$ cat config.mk
export PLATFORM = sky130hd
export DESIGN_NAME = ram_arbiter
export DESIGN_NICKNAME = d
export VERILOG_FILES = /design/src/rtl/ram_arbiter.sv
export SDC_FILE = /design/constraint.sdc
export NUM_CORES = 1
export LEC_CHECK = 0
export ABC_AREA = 1
export BUFFER_PORTS_ARGS = -buffer_cell sky130_fd_sc_hd__buf_2
export CORE_AREA = 2 2 121 123
export CTS_CLUSTER_SIZE = 10
export DETAILED_ROUTE_END_ITERATION = 10
export DIE_AREA = 0 0 123 125
export REMOVE_ABC_BUFFERS = 1
export SLEW_MARGIN = 20
export SYNTH_ARGS = -nofsm -noshare
export SYNTH_HDL_FRONTEND = slang
export SYNTH_SLANG_ARGS = --single-unit
$ cat constraint.sdc
create_clock -name clk -period 1.8 [get_ports clk]
set_input_delay 0.18 -clock clk [delete_from_list [all_inputs] [get_ports clk]]
set_output_delay 0.18 -clock clk [all_outputs]
set_load 0.1 [all_outputs]
$ cat src/rtl/ram_arbiter.sv
// Two-master arbiter for a single-port RAM with 1-cycle read latency.
// Optional burst hold enabled by defining ARB_BURST_EN.
module ram_arbiter #(
  parameter int ADDR_WIDTH = 32,
  parameter int DATA_WIDTH = 32,
  parameter int MAX_BURST  = 4
) (
  input  logic                    clk,
  input  logic                    reset_i,
  input  logic                    m0_req_i,
  input  logic                    m0_we_i,
  input  logic [ADDR_WIDTH-1:0]   m0_addr_i,
  input  logic [DATA_WIDTH/8-1:0] m0_wr_mask_i,
  input  logic [DATA_WIDTH-1:0]   m0_data_i,
  output logic                    m0_gnt_o,
  output logic                    m0_rvalid_o,
  output logic [DATA_WIDTH-1:0]   m0_data_o,
  input  logic                    m1_req_i,
  input  logic                    m1_we_i,
  input  logic [ADDR_WIDTH-1:0]   m1_addr_i,
  input  logic [DATA_WIDTH/8-1:0] m1_wr_mask_i,
  input  logic [DATA_WIDTH-1:0]   m1_data_i,
  output logic                    m1_gnt_o,
  output logic                    m1_rvalid_o,
  output logic [DATA_WIDTH-1:0]   m1_data_o,
  output logic                    mem_sel_o,
  output logic                    mem_we_o,
  output logic [ADDR_WIDTH-1:0]   mem_addr_o,
  output logic [DATA_WIDTH/8-1:0] mem_wr_mask_o,
  output logic [DATA_WIDTH-1:0]   mem_data_o,
  input  logic [DATA_WIDTH-1:0]   mem_data_i
);

  localparam int MW = DATA_WIDTH / 8;

  if (MAX_BURST < 1 || MAX_BURST > 15) begin : g_bad_burst
    $error("MAX_BURST must be in 1..15");
  end

  typedef enum logic [1:0] {
    IDLE,
    OWN0,
    OWN1
  } state_t;

  state_t state_q, state_d;
  logic   last_q, last_d;
  logic   rd_pend_q, rd_pend_d;
  logic   rd_tag_q, rd_tag_d;
  logic   g0, g1;
  logic   hold0, hold1;

`ifdef ARB_BURST_EN
  localparam logic [3:0] BMAX = 4'(MAX_BURST);
  logic [3:0] burst_cnt_q, burst_cnt_d;

  // Owner keeps ties until it has used its burst allowance
  always_comb begin
    hold0 = (state_q == OWN0) && (burst_cnt_q < BMAX);
    hold1 = (state_q == OWN1) && (burst_cnt_q < BMAX);
  end

  // Count consecutive grants to the same owner, restart on handover
  always_comb begin
    burst_cnt_d = 4'd0;
    if (g0) begin
      if (state_q == OWN0)
        burst_cnt_d = (burst_cnt_q == 4'hf) ? 4'hf : burst_cnt_q + 4'd1;
      else
        burst_cnt_d = 4'd1;
    end else if (g1) begin
      if (state_q == OWN1)
        burst_cnt_d = (burst_cnt_q == 4'hf) ? 4'hf : burst_cnt_q + 4'd1;
      else
        burst_cnt_d = 4'd1;
    end
  end

  // Burst counter register
  always_ff @(posedge clk) begin
    if (reset_i) burst_cnt_q <= 4'd0;
    else         burst_cnt_q <= burst_cnt_d;
  end
`else
  // Strict per-beat round-robin: no owner hold
  always_comb begin
    hold0 = 1'b0;
    hold1 = 1'b0;
  end
`endif

  // Grant decision; nothing is granted while reset is held
  always_comb begin
    g0 = 1'b0;
    g1 = 1'b0;
    if (!reset_i) begin
      if (m0_req_i && m1_req_i) begin
        if (hold0)       g0 = 1'b1;
        else if (hold1)  g1 = 1'b1;
        else if (last_q) g0 = 1'b1;
        else             g1 = 1'b1;
      end else begin
        g0 = m0_req_i;
        g1 = m1_req_i;
      end
    end
  end

  // Ownership and read-tracking next state
  always_comb begin
    state_d   = IDLE;
    last_d    = last_q;
    rd_pend_d = 1'b0;
    rd_tag_d  = rd_tag_q;
    if (g0) begin
      state_d   = OWN0;
      last_d    = 1'b0;
      rd_pend_d = ~m0_we_i;
      rd_tag_d  = 1'b0;
    end else if (g1) begin
      state_d   = OWN1;
      last_d    = 1'b1;
      rd_pend_d = ~m1_we_i;
      rd_tag_d  = 1'b1;
    end
  end

  // State registers; a read pending across reset is discarded
  always_ff @(posedge clk) begin
    if (reset_i) begin
      state_q   <= IDLE;
      last_q    <= 1'b1;
      rd_pend_q <= 1'b0;
      rd_tag_q  <= 1'b0;
    end else begin
      state_q   <= state_d;
      last_q    <= last_d;
      rd_pend_q <= rd_pend_d;
      rd_tag_q  <= rd_tag_d;
    end
  end

  // RAM port mux from the granted master, zero when idle
  always_comb begin
    mem_we_o      = 1'b0;
    mem_addr_o    = '0;
    mem_wr_mask_o = '0;
    mem_data_o    = '0;
    if (g0) begin
      mem_we_o      = m0_we_i;
      mem_addr_o    = m0_addr_i;
      mem_wr_mask_o = m0_wr_mask_i;
      mem_data_o    = m0_data_i;
    end else if (g1) begin
      mem_we_o      = m1_we_i;
      mem_addr_o    = m1_addr_i;
      mem_wr_mask_o = m1_wr_mask_i;
      mem_data_o    = m1_data_i;
    end
  end

  assign m0_gnt_o  = g0;
  assign m1_gnt_o  = g1;
  assign mem_sel_o = g0 | g1;

  assign m0_rvalid_o = rd_pend_q & ~rd_tag_q & ~reset_i;
  assign m1_rvalid_o = rd_pend_q & rd_tag_q & ~reset_i;
  assign m0_data_o   = m0_rvalid_o ? mem_data_i : '0;
  assign m1_data_o   = m1_rvalid_o ? mem_data_i : '0;

  logic unused_mw;
  assign unused_mw = (MW == 0);

endmodule
Word level (Yosys, flattened, before mapping)
Cells that the tools add are included.
Widths: inputs -> output; s select.
Storage, ports and cells
  output and inout bits: 138
  word-level logic and storage cells: 35
  register bits after elaboration: 3
  input port bits: 174
Operators by class
  multiplexer cells: 20
  bitwise logic cells: 9
  reduce and logical (&&, ||, !) cells: 3
Operators by type and width (count)
  $mux 32: 6
  $mux 1: 12
  $mux 4: 2
  $and 1x1->1: 4
  $not 1->1: 4
  $reduce_bool 2->1: 1
  $reduce_or 2->1: 1
  $logic_and 1x1->1: 1
  $or 1x1->1: 1

Longest topological paths before layout
  depth after elaboration: 5
  gate-level depth with buffers: 5
  mapped depth without buffers: 5

Least setup slack after synthesis
Ideal clock, no wire load.
  path type: reg-to-output
  start point: register last_q
  end point: output port mem_sel_o
  data required time: 1.620 ns
  path slack: -0.356 ns
  arrival time: 1.976 ns
  buffers on the path: 0
  cell stages (with the launch flop): 5
  cell sequence: dfxtp_1 > inv_2 > nand2_1 > nand2_1 > o21ai_1
On the way
  cells in the longest elaborated chain, start to end: 4
  elaborated cells on any way between the ends: 7
  those cells by class: 6 x mux; 1 x bitwise
Ends and longest elaborated chain
  start, declared: line 47  | logic last_q, last_d;
  start signal, assigned: line 137  | last_q <= last_d;
  $mux 1: line 100  | else if (last_q) g0 = 1'b1;
  $mux 1: line 97  | if (m0_req_i && m1_req_i) begin
  $mux 1: line 96  | if (!reset_i) begin
  $or 1x1->1 (*): line 164  | assign mem_sel_o = g0 | g1;
  end, declared: line 26  | output logic mem_sel_o,
Every way passes the cells marked *; elsewhere a longest branch is shown, timed or not.

Worst setup path in the final report
  start point: register last_q
  end point: output port mem_addr_o[28]
On the way
  cells in the longest elaborated chain, start to end: 5
  elaborated cells on any way between the ends: 8
  those cells by class: 8 x mux
Ends and longest elaborated chain
  $mux 1: line 100
  $mux 1: line 97
  $mux 1: line 96
  $mux 32: line 154  | end else if (g1) begin
  $mux 32 (*): line 149  | if (g0) begin
  end, declared: line 28  | output logic [ADDR_WIDTH-1:0] mem_addr_o,
Marked as above.

==> summary.md <==
| Metric | Value |
|---|---|
| Via Count | ~3.8k |
| Clock Sink Count | 3 |
| Global Route Usage Sum | roughly 15% |
| Post-synthesis register bit count | 3 |
| Endpoints failing hold | 0 |
| Fmax | between 0.5 and 0.6 GHz |
| Drt initial violations | roughly 110 |
| Pwr Total | 2.56 mW |
| Mapped Area | about 0.0018 sq mm |
| DRT antenna net count | 0 |
| Status | finished, final reports clean |
| Critical Path End Type | output pin |
| Final wirelength | 12.2 mm |
| Post-Place Worst Slack | between 300 and 400 ps |
| DRC viols | 0 |
| Hpwl dp | about 9.9 mm |
| Worst hold path class | input pin to register |
| Total Nets Final | approximately 830 |
| Area of the die | approximately 0.015 sq mm |
| Top post-synthesis cells by area | nand4_1 24%, nand3_1 19%, nand2_1 15%, nor2_1 14%, buf_2 10% |
| Leak Pwr | ~3 nW |
| DIE WIDTH | ~120 um |
| Fillers | between 1k and 1.5k |
| Die Ht | between 100 and 150 um |
| Rel. slew slack | 68.4% |
| Hold-fix buffers at CTS | 0 |
| Worst-path clk slew | ~30 ps |
| First-pass GRT wire length | 18.3 mm |
| DRT Pass-1 Iters | 4 |
| CTS Buffer Depth | 2 |
| P&R area growth vs syn | 215% |
| Synth unique cells | 17 |
| Final period utilization | between 90% and 100% |
| Setup ws final | approximately 110 ps |
| Max cap viols | 0 |
| Synthesized instance count | about 370 |
| Per-cell routed wire length | roughly 14 um |
| Antenna violations before repair | 2 |
| Crit path time final | 1690 ps |
| Starting Density | approximately 13% |
| Sequential area share after synthesis | under 10% |
| Hold slack | 248 ps |
| Largest net degree at the start of global routing | 73 |
| Share of cells above drive strength 1 | 50.8% |
| Post-CTS Resized | 0 |
| Root buf cell | clkbuf_16 |
| Crit Path Max Fanout | 27 |
| RSZ-0062 raised after global routing | false |
| Top cell type by total area after synthesis | nand4_1 |
| Synth top area share | 24.3% |
| Post-CTS setup buffers | 0 |
| Yosys warning count | 0 |
| Filler-free cell count of the finished design | around 840 |
| Final GP Congestion | slightly below 0.8 |
| CORE AREA | ~0.014 sq mm |
| Slew Limit Fails | 0 |
| Design Area, Final | about 0.0057 sq mm |
| Worst-Skew Late Latency | around 220 ps |
| CP Launch Type | register |
| IO Port Bufs | just over 300 |
| Vias/cell | 4.48 |
| Worst endpoint required time | about 1600 ps |
| Avg Cell Area, Syn | between 4 and 5 sq um |
| Placed Cells | 838 |
| H-tree depth | 1 |
| Clk_skew | approximately 1.7 ps |
| Crit path DAT | 1510 ps |
| Endpoints failing setup | 0 |
| Worst IR Drop VDD | roughly 0.22 mV |
| Placement row count | 44 |
| Vias in the first global route | approximately 3.7k |
| Tightest Pin Transition | 474 ps |
| Total grt overflow | 0 |
| Pwr Density | between 400 and 500 mW/mm^2 |
| Placed Area | around 0.0056 sq mm |
| I/O pin count | ~310 |
| TritonCTS clock tree | built |
| Crit path kind | register to output pin |
| CTS buffer count | 3 |
==> metrics by stage <==
| step | utilization (%) | TNS (ps) |
|---|---|---|
| 2_1_floorplan | - | -132640 |
| 3_3_place_gp | 39.4 | 0 |
| 3_5_place_dp | 39.4 | 0 |
| 4_1_cts | 39.9 | 0 |
| 5_1_grt | 39.9 | 0 |
| 6_report | 39.9 | 0 |
==> cell type report <==
type	instances	area, sq um	share of cell area [%]
Antenna cell	2	5.00	0.0882
Tap cell	184	230	4.06
Sequential cell	3	60.1	1.06
Timing Repair Buffer	323	3780	66.6
Multi-Input combinational cell	288	1370	24.1
Inverter	40	150	2.65
Clock buffer	4	78.8	1.39
==> worst max-delay path, stage by stage, from the launching register on <==
cell and delay [ps]:
dfxtp_1 350, inv_2 60, nand2_2 100, buf_4 300
nand4_1 120, nand2_1 160, buf_12 190
==> layout by cell type (no fill, tap or decap) <==
master,n
a21oi_1,1
buf_12,143
buf_2,173
buf_4,7
clkbuf_1,1
clkbuf_16,3
dfxtp_1,3
diode_2,2
inv_1,36
inv_2,4
nand2_1,73
nand2_2,3
nand3_1,70
nand3b_1,1
nand4_1,70
nor2_1,67
nor2_4,1
o211ai_1,1
o21ai_1,1
==> cell usage after synthesis, drive strengths merged <==
library cell	number
buf	43
dfxtp	3
o211ai	1
nand2	76
nand4	70
o21ai	1
a21oi	1
nand3b	1
nor2	68
nand3	70
inv	40
==> final timing paths <==
check,startpoint,endpoint,slack (ps),depth (start not counted)
worst min-delay path,m0_we_i,rd_pend_q$_SDFF_PP0_,250,4
worst max-delay path,last_q$_SDFFE_PP1P_,mem_addr_o[28],110,6
worst max register to register,last_q$_SDFFE_PP1P_,last_q$_SDFFE_PP1P_,830,4
worst min register to register,rd_tag_q$_SDFFE_PP0P_,rd_tag_q$_SDFFE_PP0P_,500,2
==> layer usage <==
metal	up-vias	share of wire (%)	wire [um]	GRT usage, %
met5	-	0	0	0
met3	22	12	1460	4.47
li1	1829	-	-	-
met2	239	51	6220	28.1
met1	1689	35	4270	15.3
met4	0	2.0	245	3.28
==> registers in the layout, summed over array words and instances (netlist names) <==
register,cells
last_q,1
rd_pend_q,1
rd_tag_q,1
==> where the power goes <==
| part | leakage (nW) | switching [mW] | internal, mW |
|---|---|---|---|
| Sequential | 0.0248 | 0.00308 | 0.0713 |
| Clock | 0.0382 | 0.0580 | 0.292 |
| Combinational | 2.88 | 1.41 | 0.725 |
==> cell families (layout without fill, tap and decap cells) <==
| family | Yosys count | count (layout) | share of synthesized area (%) |
|---|---|---|---|
| and+or+nand+nor | 285 | 285 | 74.9 |
| DFF | 3 | 3 | 3.33 |
| AOI/OAI and AO/OA | 3 | 3 | 0.972 |
| buffers and inverters | 83 | 367 | 20.8 |
| other | 0 | 2 | 0 |
(Power assumes the default switching activity.)
